===== config.mk =====
export PLATFORM = sky130hd
export DESIGN_NAME = afvip_rst_gen_flat
export DESIGN_NICKNAME = d
export VERILOG_FILES = /design/src/rtl/afvip_rst_pkg.sv /design/src/rtl/afvip_rst_gen_if.sv /design/src/rtl/afvip_rst_sync.sv /design/src/rtl/afvip_rst_gen.sv /design/src/flat_wrapper.sv
export SDC_FILE = /design/constraint.sdc
export NUM_CORES = 1
export LEC_CHECK = 0
export CAP_MARGIN = 20
export CORE_UTILIZATION = 63
export CTS_CLUSTER_SIZE = 30
export DETAILED_ROUTE_END_ITERATION = 8
export HOLD_SLACK_MARGIN = 0.08
export MAX_ROUTING_LAYER = met4
export PLACE_DENSITY = 0.83
export SLEW_MARGIN = 15
export SYNTH_ARGS = -nofsm -noshare
export SYNTH_HDL_FRONTEND = slang
export SYNTH_SLANG_ARGS = --single-unit

===== constraint.sdc =====
create_clock -name clk -period 5.4 [get_ports clk]
set_clock_uncertainty 0.2 [all_clocks]
set_input_delay 0.54 -clock clk [delete_from_list [all_inputs] [get_ports clk]]
set_output_delay 0.54 -clock clk [all_outputs]
set_load 0.005 [all_outputs]

===== src/rtl/afvip_rst_pkg.sv =====
// Shared types and default constants for the reset generator.
package afvip_rst_pkg;

    localparam int unsigned DEF_NUM_CH      = 4;
    localparam int unsigned DEF_LEN_W       = 8;
    localparam int unsigned DEF_SYNC_STAGES = 2;
    localparam int unsigned DEF_POR_CYCLES  = 16;

    typedef enum logic [1:0] {
        CH_POR    = 2'd0,
        CH_IDLE   = 2'd1,
        CH_ASSERT = 2'd2
    } ch_state_e;

    // Channel index width carries one spare bit so out-of-range indices are representable.
    function automatic int unsigned ch_idx_w(input int unsigned n);
        return ((n > 1) ? int'($clog2(n)) : 1) + 1;
    endfunction

endpackage


===== src/rtl/afvip_rst_gen_if.sv =====
// Reset-request handshake between a requester and afvip_rst_gen.
interface afvip_rst_gen_if
    import afvip_rst_pkg::*;
#(
    parameter int unsigned CH_W  = ch_idx_w(DEF_NUM_CH),
    parameter int unsigned LEN_W = DEF_LEN_W
);
    logic             req_valid;
    logic             req_ready;
    logic [CH_W-1:0]  req_ch;
    logic             req_all;
    logic [LEN_W-1:0] req_len;

    modport master (
        output req_valid, req_ch, req_all, req_len,
        input  req_ready
    );

    modport slave (
        input  req_valid, req_ch, req_all, req_len,
        output req_ready
    );
endinterface


===== src/rtl/afvip_rst_sync.sv =====
// Asynchronous-assert, synchronous-deassert reset synchroniser.
module afvip_rst_sync #(
    parameter int unsigned SYNC_STAGES = 2
) (
    input  logic clk,
    input  logic rst_n,
    output logic rst_sync_n
);

    logic [SYNC_STAGES-1:0] sync_q;

    always_ff @(posedge clk or negedge rst_n) begin
        if (!rst_n) begin
            sync_q <= '0;
        end else begin
            sync_q <= {sync_q[SYNC_STAGES-2:0], 1'b1};
        end
    end

    assign rst_sync_n = sync_q[SYNC_STAGES-1];

endmodule


===== src/rtl/afvip_rst_gen.sv =====
// Multi-channel reset generator: power-on hold followed by per-channel timed
// reset pulses requested over a valid/ready handshake.
module afvip_rst_gen
    import afvip_rst_pkg::*;
#(
    parameter int unsigned NUM_CH      = DEF_NUM_CH,
    parameter int unsigned LEN_W       = DEF_LEN_W,
    parameter int unsigned SYNC_STAGES = DEF_SYNC_STAGES,
    parameter int unsigned POR_CYCLES  = DEF_POR_CYCLES
) (
    input  logic               clk,
    input  logic               rst_n,
    afvip_rst_gen_if.slave     req,
    output logic [NUM_CH-1:0]  ch_rst_n,
    output logic [NUM_CH-1:0]  ch_busy,
    output logic [NUM_CH-1:0]  done_pulse,
    output logic               req_err
);

    localparam int unsigned CH_W  = ch_idx_w(NUM_CH);
    localparam int unsigned POR_W = $clog2(POR_CYCLES + 1);

    logic              rst_sync_n;
    logic              por_active;
    logic [POR_W-1:0]  por_cnt;
    logic              por_release;
    logic              req_oor;
    logic              ready_c;
    logic              accept;
    logic [NUM_CH-1:0] target;
    logic [NUM_CH-1:0] ch_por;
    logic [NUM_CH-1:0] ch_idle;
    logic [LEN_W-1:0]  load_len;

    afvip_rst_sync #(
        .SYNC_STAGES (SYNC_STAGES)
    ) u_sync (
        .clk        (clk),
        .rst_n      (rst_n),
        .rst_sync_n (rst_sync_n)
    );

    // Shared power-on hold counter, started once the synchronised release arrives.
    always_ff @(posedge clk or negedge rst_n) begin
        if (!rst_n) begin
            por_active <= 1'b1;
            por_cnt    <= '0;
        end else if (por_active && rst_sync_n) begin
            if (por_cnt == POR_W'(POR_CYCLES - 1)) begin
                por_active <= 1'b0;
            end else begin
                por_cnt <= por_cnt + POR_W'(1);
            end
        end
    end

    assign por_release = por_active && rst_sync_n && (por_cnt == POR_W'(POR_CYCLES - 1));

    // Request decode: target mask, out-of-range detection, and zero-length clamp.
    always_comb begin
        req_oor  = !req.req_all && (req.req_ch >= CH_W'(NUM_CH));
        target   = '0;
        if (req.req_all) begin
            target = '1;
        end else if (!req_oor) begin
            target = NUM_CH'(1) << req.req_ch;
        end
        load_len = (req.req_len == '0) ? LEN_W'(1) : req.req_len;
    end

    assign ready_c       = !(|ch_por) && (req_oor || ((target & ~ch_idle) == '0));
    assign req.req_ready = ready_c;
    assign accept        = req.req_valid && ready_c;

    always_ff @(posedge clk or negedge rst_n) begin
        if (!rst_n) begin
            req_err <= 1'b0;
        end else begin
            req_err <= accept && req_oor;
        end
    end

    for (genvar i = 0; i < int'(NUM_CH); i++) begin : g_ch
        ch_state_e        state;
        logic [LEN_W-1:0] cnt;
        logic             rst_q;
        logic             busy_q;
        logic             done_q;

        // Per-channel POR -> IDLE -> ASSERT -> IDLE sequencer with registered outputs.
        always_ff @(posedge clk or negedge rst_n) begin
            if (!rst_n) begin
                state  <= CH_POR;
                cnt    <= '0;
                rst_q  <= 1'b0;
                busy_q <= 1'b1;
                done_q <= 1'b0;
            end else begin
                done_q <= 1'b0;
                case (state)
                    CH_POR: begin
                        if (por_release) begin
                            state  <= CH_IDLE;
                            rst_q  <= 1'b1;
                            busy_q <= 1'b0;
                            done_q <= 1'b1;
                        end
                    end
                    CH_IDLE: begin
                        if (accept && target[i]) begin
                            state  <= CH_ASSERT;
                            cnt    <= load_len;
                            rst_q  <= 1'b0;
                            busy_q <= 1'b1;
                        end
                    end
                    CH_ASSERT: begin
                        if (cnt <= LEN_W'(1)) begin
                            state  <= CH_IDLE;
                            cnt    <= '0;
                            rst_q  <= 1'b1;
                            busy_q <= 1'b0;
                            done_q <= 1'b1;
                        end else begin
                            cnt <= cnt - LEN_W'(1);
                        end
                    end
                    default: begin
                        state <= CH_POR;
                    end
                endcase
            end
        end

        assign ch_rst_n[i]   = rst_q;
        assign ch_busy[i]    = busy_q;
        assign done_pulse[i] = done_q;
        assign ch_por[i]     = (state == CH_POR);
        assign ch_idle[i]    = (state == CH_IDLE);
    end

endmodule


===== src/flat_wrapper.sv =====
// flat-port wrapper written by rule: the top's interface ports become plain ports
module afvip_rst_gen_flat import afvip_rst_pkg::*;
#(
    parameter int unsigned NUM_CH      = DEF_NUM_CH,
    parameter int unsigned LEN_W       = DEF_LEN_W,
    parameter int unsigned SYNC_STAGES = DEF_SYNC_STAGES,
    parameter int unsigned POR_CYCLES  = DEF_POR_CYCLES
)
  (clk, rst_n, ch_rst_n, ch_busy, done_pulse, req_err, req_req_valid, req_req_ch, req_req_all, req_req_len, req_req_ready);
  afvip_rst_gen_if #(.CH_W((ch_idx_w((4)))), .LEN_W(LEN_W)) req_i ();
  input  logic clk;
  input  logic rst_n;
  output logic [NUM_CH-1:0] ch_rst_n;
  output logic [NUM_CH-1:0] ch_busy;
  output logic [NUM_CH-1:0] done_pulse;
  output logic req_err;
  input wire logic [$bits(req_i.req_valid)-1:0] req_req_valid;
  input wire logic [$bits(req_i.req_ch)-1:0] req_req_ch;
  input wire logic [$bits(req_i.req_all)-1:0] req_req_all;
  input wire logic [$bits(req_i.req_len)-1:0] req_req_len;
  output wire logic [$bits(req_i.req_ready)-1:0] req_req_ready;
  assign req_i.req_valid = req_req_valid;
  assign req_i.req_ch = req_req_ch;
  assign req_i.req_all = req_req_all;
  assign req_i.req_len = req_req_len;
  assign req_req_ready = req_i.req_ready;
  afvip_rst_gen #(.NUM_CH(NUM_CH), .LEN_W(LEN_W), .SYNC_STAGES(SYNC_STAGES), .POR_CYCLES(POR_CYCLES)) u_core (.clk(clk), .rst_n(rst_n), .req(req_i), .ch_rst_n(ch_rst_n), .ch_busy(ch_busy), .done_pulse(done_pulse), .req_err(req_err));
endmodule

==> flow_summary.ini <==
[clock_network]
clk_pin_slew_ns = 0.07
clkSinkCount = 61
cts_root_buf = clkbuf_8
clockBufferDepth = 2
cts.htree.levels = 3
hold_buffers = 0
cts_resized = 0
clk_latency_ns = 0.35
postCtsSetupBuffers = 0
numCtsBuffers = 9
cts_tree = built

[placed_design]
routabilityCongestion = 0.974
dp_hpwl_um = 6140
portBuffers = 28

[synthesis]
synthFlopType = dfrtp_1
synth_top_area_share_pct = 36.8
async_flop_share_pct = 100
synth_largest_area_cell = dfrtp_1
yosys-top-cells-area = dfrtp_1, ha_1, dfstp_2
syn_nets = 433
seq_area_frac_synth_pct = 40.3
yosysMostFrequentCell = dfrtp_1
postSynthAreaPerCell_um2 = 9.40
yosys_warnings = 0
syn_inst = 405
synth_common_cells = dfrtp_1, nor2_1, nand2_1
synth.distinct_cells = 74
synth-seq-cells = 61
synth_area_um2 = 3810
synth_edf_count = 0

[power]
power_leakage_nw = 1.80
irDropWorstVdd_uv = 202
p_per_area_nw_per_um2 = 347

[floorplanning]
die_w_um = 79.7
fp.dieArea_um2 = 6360
pin_count = 29
initial_utilization_pct = 67.1
fp.coreArea_um2 = 5680
die_h_um = 79.7
rows = 27

[route]
ant_nets = 0
drt_first_pass_iters = 5
vias = 3257
via_per_inst = 6.54
route.detailed.drc = 0
drt_wl_total_um = 8920
avgRoutedWirePerCell_um = 17.9
drtIter0Drc = 242

[critical_path]
crit_type = register to output pin
cp_slowest_cell = clkdlybuf4s50_1
cp_cell_sequence = inv_1 -> ha_1 -> nor3_1 -> o211ai_2 -> a21oi_1 -> clkdlybuf4s50_1
arrival_ns = 2.84
required_ns = 4.66
startpoint = u_core.g_ch[0].state[0]
cp-start-kind = register
critPathCaptureType = output pin
slowest_delay_ns = 0.54
r2r-start = u_core.g_ch[0].state[0]
rrSetupSlack_ns = 2.64
critPathMaxFanout = 19

[global_routing]
grt_pass1_vias = 3034
grt_max_degree = 62
antenna_found_initial = 0
grtUsageTotal_pct = 31.3
grt_busiest_layer = met2
grt_overflow = 0
grt_use_met3_pct = 6.17
use_met1_pct = 39.8
grt_first_pass_wirelength_um = 14400
grt_use_met2_pct = 49.0

[finish]
fin_nets = 449
fin_util_pct = 74.4
syn_to_final_growth_pct = 10.9
multiInputGateArea_um2 = 2020
n_fill_cell = 408
antennaDiodeCount = 0
regArea_um2 = 1530
drive_gt1_share_pct = 11.0

[sta]
max_freq_mhz = 280
finalHoldViolations = 0
slew_headroom_pct = 40.4
finalCritPeriodShare_pct = 66.2
worst_pin_slew_ns = 0.892
setup_viol = 0
fin_tns_setup_ns = 0
drv_slew = 0
rsz0062_at_grt = no
period_minus_slack_ns = 3.58

[run_status]
status = completed

[worst_hold_path]
hold_start = u_core.u_sync.sync_q[0]
min_path_type = register to register

[run]
drv_cap = 0
-- registers in the layout, indices dropped and copies added, names as in the netlist --
name,count
u_core.por_cnt,5
u_core.req_err,1
u_core.g_ch.cnt,32
u_core.u_sync.sync_q,2
u_core.g_ch.done_q,4
u_core.por_active,1
u_core.g_ch.busy_q,4
u_core.g_ch.rst_q,4
u_core.g_ch.state,8
-- area by class of cell --
cell class              instances  share of cell area (%)
multi-input cells             296                    47.8
flip-flops and latches         61                    36.3
repair buffers                 29                    6.70
clock buffers                  15                    4.18
inverters                      24                    2.13
well taps                      72                    2.13
clock inverters                 1                   0.711
-- worst max-delay path: cells and delay by family (launching register included) --
kind	cells	cell delay (ns)
flip-flops	1	0.40
AO/OA/AOI/OAI	2	0.76
AND/OR/NAND/NOR	1	0.42
adder cells (fa/ha/maj)	1	0.27
buffers and inverters	2	0.62
-- cells by family after synthesis --
kind of cell	share of synthesized area [%]
simple gates	21.5
compound gates	23.3
flops	40.3
buf+inv	6.70
fa+ha+maj	4.27
xor+xnor	1.84
mux	2.04
other cells	0.0985
-- cells in the final DEF, fill, tap and decap left out, drive strengths merged, types with 11 or more instances in the layout --
master,n
nor2,35
dfrtp,56
inv,22
a221o,11
clkdlybuf4s50,27
nand2,27
clkbuf,15
nand2b,16
nor3,13
o22ai,13
ha,13
a21oi,25
o21ai,20
nor4,11
-- through the flow --
| stage | hold slack [ns] | worst slack, ns | cells | power [mW] | cell area [um^2] |
|---|---|---|---|---|---|
| after global routing | 0.160 | 1.70 | 498 | 1.55 | 4220 |
| after floorplan | 0.0444 | 3.03 | 405 | 0.926 | 3810 |
| after detailed placement | 0.138 | 1.89 | 482 | 1.03 | 4020 |
| final | 0.144 | 1.82 | 498 | 1.46 | 4220 |
| after global placement | 0.136 | 1.90 | 482 | 1.01 | 4020 |
| after CTS | 0.150 | 1.86 | 498 | 1.47 | 4220 |
-- final timing paths --
check	endpoint	depth (start not counted)
setup / recovery	req_req_ready	6
hold / removal	u_core.u_sync.sync_q[1]	0
setup reg to reg	u_core.g_ch[2].cnt[5]	6
hold reg to reg	u_core.u_sync.sync_q[1]	0
max in group asynchronous	u_core.g_ch[0].cnt[7]	2
min in group asynchronous	u_core.por_cnt[3]	2
-- power by group --
part	total [mW]	internal [mW]	switching (mW)
combinational	0.394	0.186	0.208
clock	0.432	0.252	0.180
sequential	0.639	0.538	0.102
total	1.46	0.975	0.489
-- layer usage --
layer / vias to the layer above / wire length, um
li1: 1520 / -
met1: 1569 / 3750
met2: 144 / 4240
met3: 24 / 667
met4: 0 / 261
met5: - / 0
Power figures use the tool's default switching activity.
